===== config.mk =====
export PLATFORM = sky130hd
export DESIGN_NAME = uart_rx_fifo
export DESIGN_NICKNAME = d
export VERILOG_FILES = /design/src/rtl/uart_rx_fifo.sv
export SDC_FILE = /design/constraint.sdc
export NUM_CORES = 1
export LEC_CHECK = 0
export ABC_AREA = 1
export ABC_CLOCK_PERIOD_IN_PS = 2200
export CORE_ASPECT_RATIO = 2
export CORE_MARGIN = 4
export CORE_UTILIZATION = 35
export CTS_CLUSTER_DIAMETER = 40
export CTS_CLUSTER_SIZE = 8
export DETAILED_ROUTE_END_ITERATION = 6
export PLACE_DENSITY = 0.57
export SYNTH_ARGS = -nofsm -noshare
export SYNTH_HDL_FRONTEND = slang
export SYNTH_SLANG_ARGS = --single-unit

===== constraint.sdc =====
create_clock -name clk -period 2.2 [get_ports clk]
set_input_delay 0.44 -clock clk [delete_from_list [all_inputs] [get_ports clk]]
set_output_delay 0.44 -clock clk [all_outputs]
set_load 0.01 [all_outputs]

===== src/rtl/uart_rx_fifo.sv =====
// UART receiver (runtime bit period, LSB-first, 1 stop bit) feeding a first-word
// fall-through receive FIFO. Define UART_RX_PARITY_EN to add even/odd parity checking.
module uart_rx_fifo #(
  parameter int DATA_BITS  = 8,
  parameter int FIFO_DEPTH = 16
) (
  input  logic                          clk,
  input  logic                          resetn,
  input  logic                          ser_rx,
  input  logic [15:0]                   cfg_div,
`ifdef UART_RX_PARITY_EN
  input  logic [1:0]                    cfg_parity,
  output logic                          parity_err,
`endif
  output logic [DATA_BITS-1:0]          rd_data,
  output logic                          rd_valid,
  input  logic                          rd_ready,
  output logic [$clog2(FIFO_DEPTH):0]   fifo_level,
  output logic                          frame_err,
  output logic                          overflow,
  input  logic                          err_clr
);

  localparam int AW = $clog2(FIFO_DEPTH);
  localparam logic [3:0] LAST_BIT = 4'(DATA_BITS - 1);

`ifdef UART_RX_PARITY_EN
  typedef enum logic [2:0] {S_IDLE, S_START, S_DATA, S_PARITY, S_STOP, S_BREAK} state_t;
`else
  typedef enum logic [2:0] {S_IDLE, S_START, S_DATA, S_STOP, S_BREAK} state_t;
`endif

  // Synchronizer plus one extra stage for falling-edge detection; all idle-high.
  logic rx_s1, rx_s2, rx_prev;
  always_ff @(posedge clk or negedge resetn) begin
    if (!resetn) begin
      rx_s1   <= 1'b1;
      rx_s2   <= 1'b1;
      rx_prev <= 1'b1;
    end else begin
      rx_s1   <= ser_rx;
      rx_s2   <= rx_s1;
      rx_prev <= rx_s2;
    end
  end

  state_t               state, state_n;
  logic [15:0]          cnt, cnt_n, div_q, div_n, div_eff;
  logic [DATA_BITS-1:0] shreg, shreg_n;
  logic [3:0]           bit_cnt, bit_n;
  logic                 push, ferr_set, expire;
`ifdef UART_RX_PARITY_EN
  logic [1:0]           par_mode, par_mode_n;
  logic                 par_bad, par_bad_n, perr_set;
`endif

  assign div_eff = (cfg_div < 16'd4) ? 16'd4 : cfg_div;
  assign expire  = (cnt == 16'd1);

  always_ff @(posedge clk or negedge resetn) begin
    if (!resetn) begin
      state   <= S_IDLE;
      cnt     <= '0;
      div_q   <= 16'd4;
      shreg   <= '0;
      bit_cnt <= '0;
`ifdef UART_RX_PARITY_EN
      par_mode <= '0;
      par_bad  <= 1'b0;
`endif
    end else begin
      state   <= state_n;
      cnt     <= cnt_n;
      div_q   <= div_n;
      shreg   <= shreg_n;
      bit_cnt <= bit_n;
`ifdef UART_RX_PARITY_EN
      par_mode <= par_mode_n;
      par_bad  <= par_bad_n;
`endif
    end
  end

  always_comb begin
    state_n  = state;
    cnt_n    = cnt;
    div_n    = div_q;
    shreg_n  = shreg;
    bit_n    = bit_cnt;
    push     = 1'b0;
    ferr_set = 1'b0;
`ifdef UART_RX_PARITY_EN
    par_mode_n = par_mode;
    par_bad_n  = par_bad;
    perr_set   = 1'b0;
`endif
    case (state)
      S_IDLE: if (rx_prev && !rx_s2) begin
        // Divider (and parity mode) are frozen for the whole frame.
        div_n   = div_eff;
        cnt_n   = div_eff >> 1;
        bit_n   = '0;
        state_n = S_START;
`ifdef UART_RX_PARITY_EN
        par_mode_n = cfg_parity;
        par_bad_n  = 1'b0;
`endif
      end
      S_START: begin
        if (!expire) cnt_n = cnt - 16'd1;
        else if (rx_s2) state_n = S_IDLE;
        else begin
          cnt_n   = div_q;
          state_n = S_DATA;
        end
      end
      S_DATA: begin
        if (!expire) cnt_n = cnt - 16'd1;
        else begin
          shreg_n = {rx_s2, shreg[DATA_BITS-1:1]};
          cnt_n   = div_q;
          bit_n   = bit_cnt + 4'd1;
          if (bit_cnt == LAST_BIT) begin
`ifdef UART_RX_PARITY_EN
            state_n = (^par_mode) ? S_PARITY : S_STOP;
`else
            state_n = S_STOP;
`endif
          end
        end
      end
`ifdef UART_RX_PARITY_EN
      S_PARITY: begin
        if (!expire) cnt_n = cnt - 16'd1;
        else begin
          // Even: data^parity must be 0; odd: must be 1.
          par_bad_n = (^{shreg, rx_s2}) ^ par_mode[1];
          perr_set  = par_bad_n;
          cnt_n     = div_q;
          state_n   = S_STOP;
        end
      end
`endif
      S_STOP: begin
        if (!expire) cnt_n = cnt - 16'd1;
        else if (rx_s2) begin
`ifdef UART_RX_PARITY_EN
          push = !par_bad;
`else
          push = 1'b1;
`endif
          state_n = S_IDLE;
        end else begin
          ferr_set = 1'b1;
          state_n  = S_BREAK;
        end
      end
      S_BREAK: if (rx_s2) state_n = S_IDLE;
      default: state_n = S_IDLE;
    endcase
  end

  // Receive FIFO
  logic [DATA_BITS-1:0] mem [FIFO_DEPTH];
  logic [AW-1:0]        wr_ptr, rd_ptr;
  logic                 full, pop, wr_en, ovf_set;

  assign full    = (fifo_level == (AW+1)'(FIFO_DEPTH));
  assign pop     = rd_valid && rd_ready;
  assign wr_en   = push && (!full || pop);
  assign ovf_set = push && full && !pop;
  assign rd_valid = (fifo_level != '0);
  assign rd_data  = rd_valid ? mem[rd_ptr] : '0;

  always_ff @(posedge clk) begin
    if (wr_en) mem[wr_ptr] <= shreg;
  end

  always_ff @(posedge clk or negedge resetn) begin
    if (!resetn) begin
      wr_ptr     <= '0;
      rd_ptr     <= '0;
      fifo_level <= '0;
    end else begin
      if (wr_en) wr_ptr <= wr_ptr + 1'b1;
      if (pop)   rd_ptr <= rd_ptr + 1'b1;
      case ({wr_en, pop})
        2'b10:   fifo_level <= fifo_level + 1'b1;
        2'b01:   fifo_level <= fifo_level - 1'b1;
        default: fifo_level <= fifo_level;
      endcase
    end
  end

  // Sticky flags: a set in the same cycle as err_clr wins.
  always_ff @(posedge clk or negedge resetn) begin
    if (!resetn) begin
      frame_err <= 1'b0;
      overflow  <= 1'b0;
`ifdef UART_RX_PARITY_EN
      parity_err <= 1'b0;
`endif
    end else begin
      frame_err <= ferr_set || (frame_err && !err_clr);
      overflow  <= ovf_set  || (overflow  && !err_clr);
`ifdef UART_RX_PARITY_EN
      parity_err <= perr_set || (parity_err && !err_clr);
`endif
    end
  end

endmodule


-- Word level (Yosys, flattened, before mapping)
Memory sizes are Yosys's and may differ from the RTL's.
Cells that the tools add are included.
- add/sub/neg operators: 6
- multipliers: 0
- divide/modulo/power cells: 0
- order comparisons: 1
- equal/unequal tests: 17
- shift operators: 0
- muxes and demuxes: 29
- bitwise logic cells: 0
- reductions and logical operators: 24
- operators with widths (operator ; count):
    2-to-1 mux 16 bit ; 6
    one-hot mux 16 bit (4 select lines) ; 1
    2-to-1 mux 3 bit ; 7
    == test 16 x 1 -> 1 bit (second input constant) ; 1
    less-than comparator 16 x 3 -> 1 bit (second input constant) ; 1
    subtractor 16 x 1 -> 16 bit (second input constant) ; 1
    one-hot mux 3 bit (5 select lines) ; 1
    inequality test 2 bit (second input constant) ; 7
    adder 4 x 1 -> 4 bit (second input constant) ; 3
    one-hot mux 5 bit (2 select lines) ; 1
    2-to-1 mux 1 bit ; 8
    2-to-1 mux 4 bit ; 2
    2-to-1 mux 8 bit ; 1
    one-hot mux 4 bit (2 select lines) ; 1
    logical AND 1 bit ; 7
    == test 3 x 2 -> 1 bit (second input constant) ; 2
    AND reduction 6 bit ; 1
    adder 5 x 1 -> 5 bit (second input constant) ; 1
    == test 5 bit (second input constant) ; 1
    nonzero test 5 bit ; 1
    subtractor 5 x 1 -> 5 bit (second input constant) ; 1
    == test 4 x 3 -> 1 bit (second input constant) ; 1
    logical NOT 1 bit ; 4
    AND reduction 2 bit ; 2
    12 further kinds ; 15
- register bits after elaboration: 65
- latch bits: 0
- bits in writable memories: 128
- ROM bits: 0
- input bits: 21
- output and inout bits: 16
- memories kept: 1
- memory list (memory ; depth ; bits a word ; read ports ; clocked after memory_dff ; wr ports ; line ; source):
    mem ; 16 ; 8 ; 1 ; 0 ; 1 ; 164 ; logic [DATA_BITS-1:0] mem [FIFO_DEPTH];

-- Longest topological paths before layout
- depth after elaboration: 6
- gate-level depth with buffers: 18
- depth with buffers taken out: 18

-- Worst setup path before layout
OpenSTA, ideal clock, no wires.
- path kind: register to register
- from: register cnt[1]
- to: memory mem[11][0], enable pin
- arrival: 1.719 ns
- path slack: 0.110 ns
- stages on the path, launching flop included: 11
- path buffers: 0
- clock period less this slack: 2.090 ns
- cells stage by stage: dfrtp_1 inv_1 ha_1 nand2_1 nor2_4 nand2_4 clkinv_4 nand3_4 inv_2 nand2_1 nor2_1
- word-level cells in the longest chain between the ends: 6
- RTL lines (what ; line ; source):
    start, declared ; 48 ; logic [15:0] cnt, cnt_n, div_q, div_n, div_eff;
    start signal, assigned ; 73 ; cnt <= cnt_n;
    == test 16 x 1 -> 1 bit ; 58 ; assign expire = (cnt == 16'd1);
    2-to-1 mux 1 bit ; 145 ; if (!expire) cnt_n = cnt - 16'd1;
    2-to-1 mux 1 bit ; 97 ; case (state)
    logical AND 1 bit ; 170 ; assign wr_en = push && (!full || pop);
    2-to-1 mux 1 bit ; 176 ; if (wr_en) mem[wr_ptr] <= shreg;
    2-to-1 mux 1 bit (implied by the code) ; 176 ;
    end, declared ; 164 ;
Every way passes these cells.

-- Worst setup path after layout
- from: register rd_ptr[0]
- to: output port rd_data[3]
- word-level cells in the longest chain between the ends: 2
- RTL lines (what ; line ; source):
    start, declared ; 165 ; logic [AW-1:0] wr_ptr, rd_ptr;
    start signal, assigned ; 186 ; if (pop) rd_ptr <= rd_ptr + 1'b1;
    memory (16 x 8 bit) ; n/a ;
    2-to-1 mux 8 bit ; 173 ; assign rd_data = rd_valid ? mem[rd_ptr] : '0;
    end, declared ; 15 ; output logic [DATA_BITS-1:0] rd_data,
Every way passes these cells.

==> reports/metrics.csv <==
stage,metric,value,unit
floorplan,core,0.0244,sq mm
floorplan,fp.dieH,231,um
synthesis,ys_seq_area_share,63.1,%
power_and_ir_drop,fin_total_pwr,14.1,mW
grt,grt_usage,18.1,%
timing,rsz0062_at_grt,true,
clock_tree,root_buffer,clkbuf_16,
synthesis,ys.flop_type,edfxtp_1,
routing,via_per_inst,5.04,
grt,grt_max_degree,31,
critical_path,worstSetupPathType,flip-flop to output pin,
timing,maxSlewHeadroom,44.4,%
clock_tree,cts_made_buffers,17,
synthesis,synth-seq-cells,193,
critical_path,max_stage_delay,0.45,ns
critical_path,cp_max_fo,7,
timing,hold_viol,0,
placed_design,gp_congestion,0.862,
cells_and_area,nets,965,
clock_tree,cts.clk_slew.worst_paths,0.07,ns
routing,num_vias,6451,
routing,drc,0,
status,violations,setup timing,
critical_path,crit_path_cell_trace,buf_12 > clkbuf_16 > o21ai_1 > o221ai_1 > buf_4 > nand3_4 > a21oi_2 > buf_2,
power_and_ir_drop,ir_worst_vdd,543,uV
clock_tree,h-tree-depth,4,
synthesis,synth_nets,850,
cells_and_area,fin_util,45.0,%
critical_path,cp.required,1.76,ns
critical_path,path_depth,8,
synthesis,syn-mean-instance-area,10.6,sq um
routing,first_iter_violations,464,
synthesis,synth-async-reset-ratio,33.7,%
cells_and_area,antenna_cells,0,
critical_path,critPathTopFamily,buffers and inverters,
critical_path,slowest_stage,dfrtp_2,
job,cap_violations,0,
grt,grt_pass1_vias,6685,
grt,gr-total-overflow,0,
routing,routedWlPerCell,19.0,um
hold_path,hold_path.class,flip-flop to flip-flop,
timing,fin_ws,-0.324,ns
synthesis,synth.distinct_cells,47,
floorplan,pin_count,37,
grt,grt_pass1_wl,37.3,mm
critical_path,arrival,2.08,ns
timing,maxSlewViolCount,0,
synthesis,synth_edf_count,128,
critical_path,r2r_cells,12,
timing,fin_setup_tns,-2.37,ns
grt,antenna_found_initial,0,
clock_tree,worstSkewPairLatency,0.44,ns
synthesis,yosys_warnings,0,
power_and_ir_drop,p_per_area,1290,mW/mm^2
routing,drt-total-wl,24.3,mm
critical_path,critPathLaunchType,flip-flop,
power_and_ir_drop,p_leak,4.47,nW
cells_and_area,postLayoutCellArea,0.0110,sq mm
placed_design,io_buffers,36,
floorplan,start_util,35.5,%
routing,postRouteAntennaNets,0,
synthesis,syn-cell-area,0.00868,sq mm
timing,fmax,396,MHz
routing,dr.pass1.iters,5,
placed_design,place_area,0.00991,sq mm
timing,fin_crit_sh,115,%
floorplan,die_w,119,um
timing,finalClockSkew,0.00965,ns
clock_tree,cts.sinks,193,
critical_path,critPathBufInv,4,
critical_path,rrSetupSlack,0.15,ns
hold_path,whs_path_depth,0,
clock_tree,cts_tree,yes,
status,status,finished with violations,
floorplan,num_rows,81,
critical_path,cp-end-kind,output pin,
clock_tree,clk_path_buf_depth,2,
placed_design,dp_hpwl,17.2,mm
cells_and_area,mostFrequentLayoutCells,"edfxtp_1 (128), nand2_1 (122), nor2_1 (104)",
cells_and_area,drive_gt1_share,22.6,%
timing,period_needed,2.52,ns
cells_and_area,area_delta_synth_final,26.6,%
floorplan,dieArea,0.0275,sq mm
timing,setup_viol,8,
timing,tightest_slew,0.835,ns
cells_and_area,final_common_cell,edfxtp_1,
synthesis,syn_inst,819,
[through the flow]
| stage | hold slack [ns] | instances | setup slack [ns] |
|---|---|---|---|
| after floorplan | 0.144 | 819 | 0.110 |
| after global placement | 0.347 | 1231 | -0.412 |
| after detailed placement | 0.347 | 1231 | -0.392 |
| after CTS | 0.357 | 1272 | -0.300 |
| after global routing | 0.367 | 1279 | -0.438 |
| final | 0.357 | 1279 | -0.324 |
[final timing paths]
path                       startpoint             to
min in group asynchronous      resetn  fifo_level[1]
hold reg to reg                 rx_s1          rx_s2
setup reg to reg               cnt[1]      mem[4][7]
setup / recovery            rd_ptr[0]     rd_data[3]
hold / removal                  rx_s1          rx_s2
max in group asynchronous      resetn        rx_prev
[synthesized netlist by cell type, types with 3 or more instances]
library cell | n | area [sq um]
edfxtp_1 | 128 | 3840
o21ai_0 | 98 | 490
inv_2 | 8 | 30.0
clkbuf_1 | 20 | 75.1
nor2_1 | 112 | 420
a21oi_1 | 22 | 110
o21ai_1 | 10 | 50.1
nor2_2 | 3 | 18.8
a22oi_1 | 5 | 37.5
nor4_1 | 4 | 25.0
nand3_2 | 3 | 30.0
nand2_1 | 124 | 465
nor2_4 | 5 | 56.3
o22ai_1 | 9 | 56.3
a31oi_1 | 6 | 37.5
dfrtp_1 | 61 | 1530
nand2_2 | 6 | 37.5
inv_1 | 60 | 225
nor3_1 | 3 | 15.0
buf_2 | 9 | 45.0
nand4_1 | 8 | 50.1
ha_1 | 10 | 125
nand3_1 | 36 | 180
xor2_1 | 11 | 96.3
o221ai_1 | 27 | 236
nand2_4 | 3 | 33.8
buf_6 | 3 | 33.8
dfstp_2 | 4 | 105
[final cells by class]
type,count,area [sq um]
fill,2309,13400
sequential,193,5480
clock buffer,18,429
tap,332,415
inverter,71,282
clock inverter,14,173
timing repair buffer,128,1280
multi-input combinational,523,2940
[power breakdown]
part	switching, mW	leakage [nW]	internal (mW)	total, mW
registers	0.292	2.06	4.26	4.55
clock network	1.45	0.291	1.72	3.17
logic	3.65	2.11	2.78	6.43
[worst reg2reg max path, delay by kind of cell (launching register included)]
family	cells	cell delay [ns]
flip-flops	1	0.39
adder cells (fa/ha/maj)	1	0.19
buffers and inverters	5	0.64
AND/OR/NAND/NOR	6	0.54
[metal layers]
layer | vias to the layer above | track usage, % | part of all wire, %
met5 | - | 0 | 0
met4 | 0 | 10.4 | 5.6
met3 | 53 | 3.55 | 3.4
met2 | 160 | 35.6 | 58
met1 | 3136 | 16.8 | 33
li1 | 3102 | - | -
[sequential cells by signal (all words and copies together) (netlist names), 4 cells and up]
register and flops:
bit_cnt 4, cnt 16, div_q 16, fifo_level 5
mem 128, rd_ptr 4, shreg 8, wr_ptr 4
[cells by family (layout without fill, tap and decap cells)]
logic type | Yosys count | after routing | share of synthesized area [%]
XOR/XNOR | 12 | 12 | 1.21
multiplexers | 1 | 1 | 0.115
flip-flops | 193 | 193 | 63.1
buffers and inverters | 103 | 231 | 4.93
adder cells (fa/ha/maj) | 10 | 10 | 1.44
AND/OR/NAND/NOR | 313 | 313 | 16.3
AO/OA/AOI/OAI | 187 | 187 | 12.9
[what timing repair did]
action / in CTS / in global routing
pin swaps: 20 / 28
setup buffers: 3 / 5
endpoints found under the hold margin: 27 / 0
cloned: 5 / 3
setup endpoints to repair: 17 / 26
resized for setup: 83 / 38
hold buffers: 1 / 0
No activity file was read; power rests on OpenSTA's default activity.
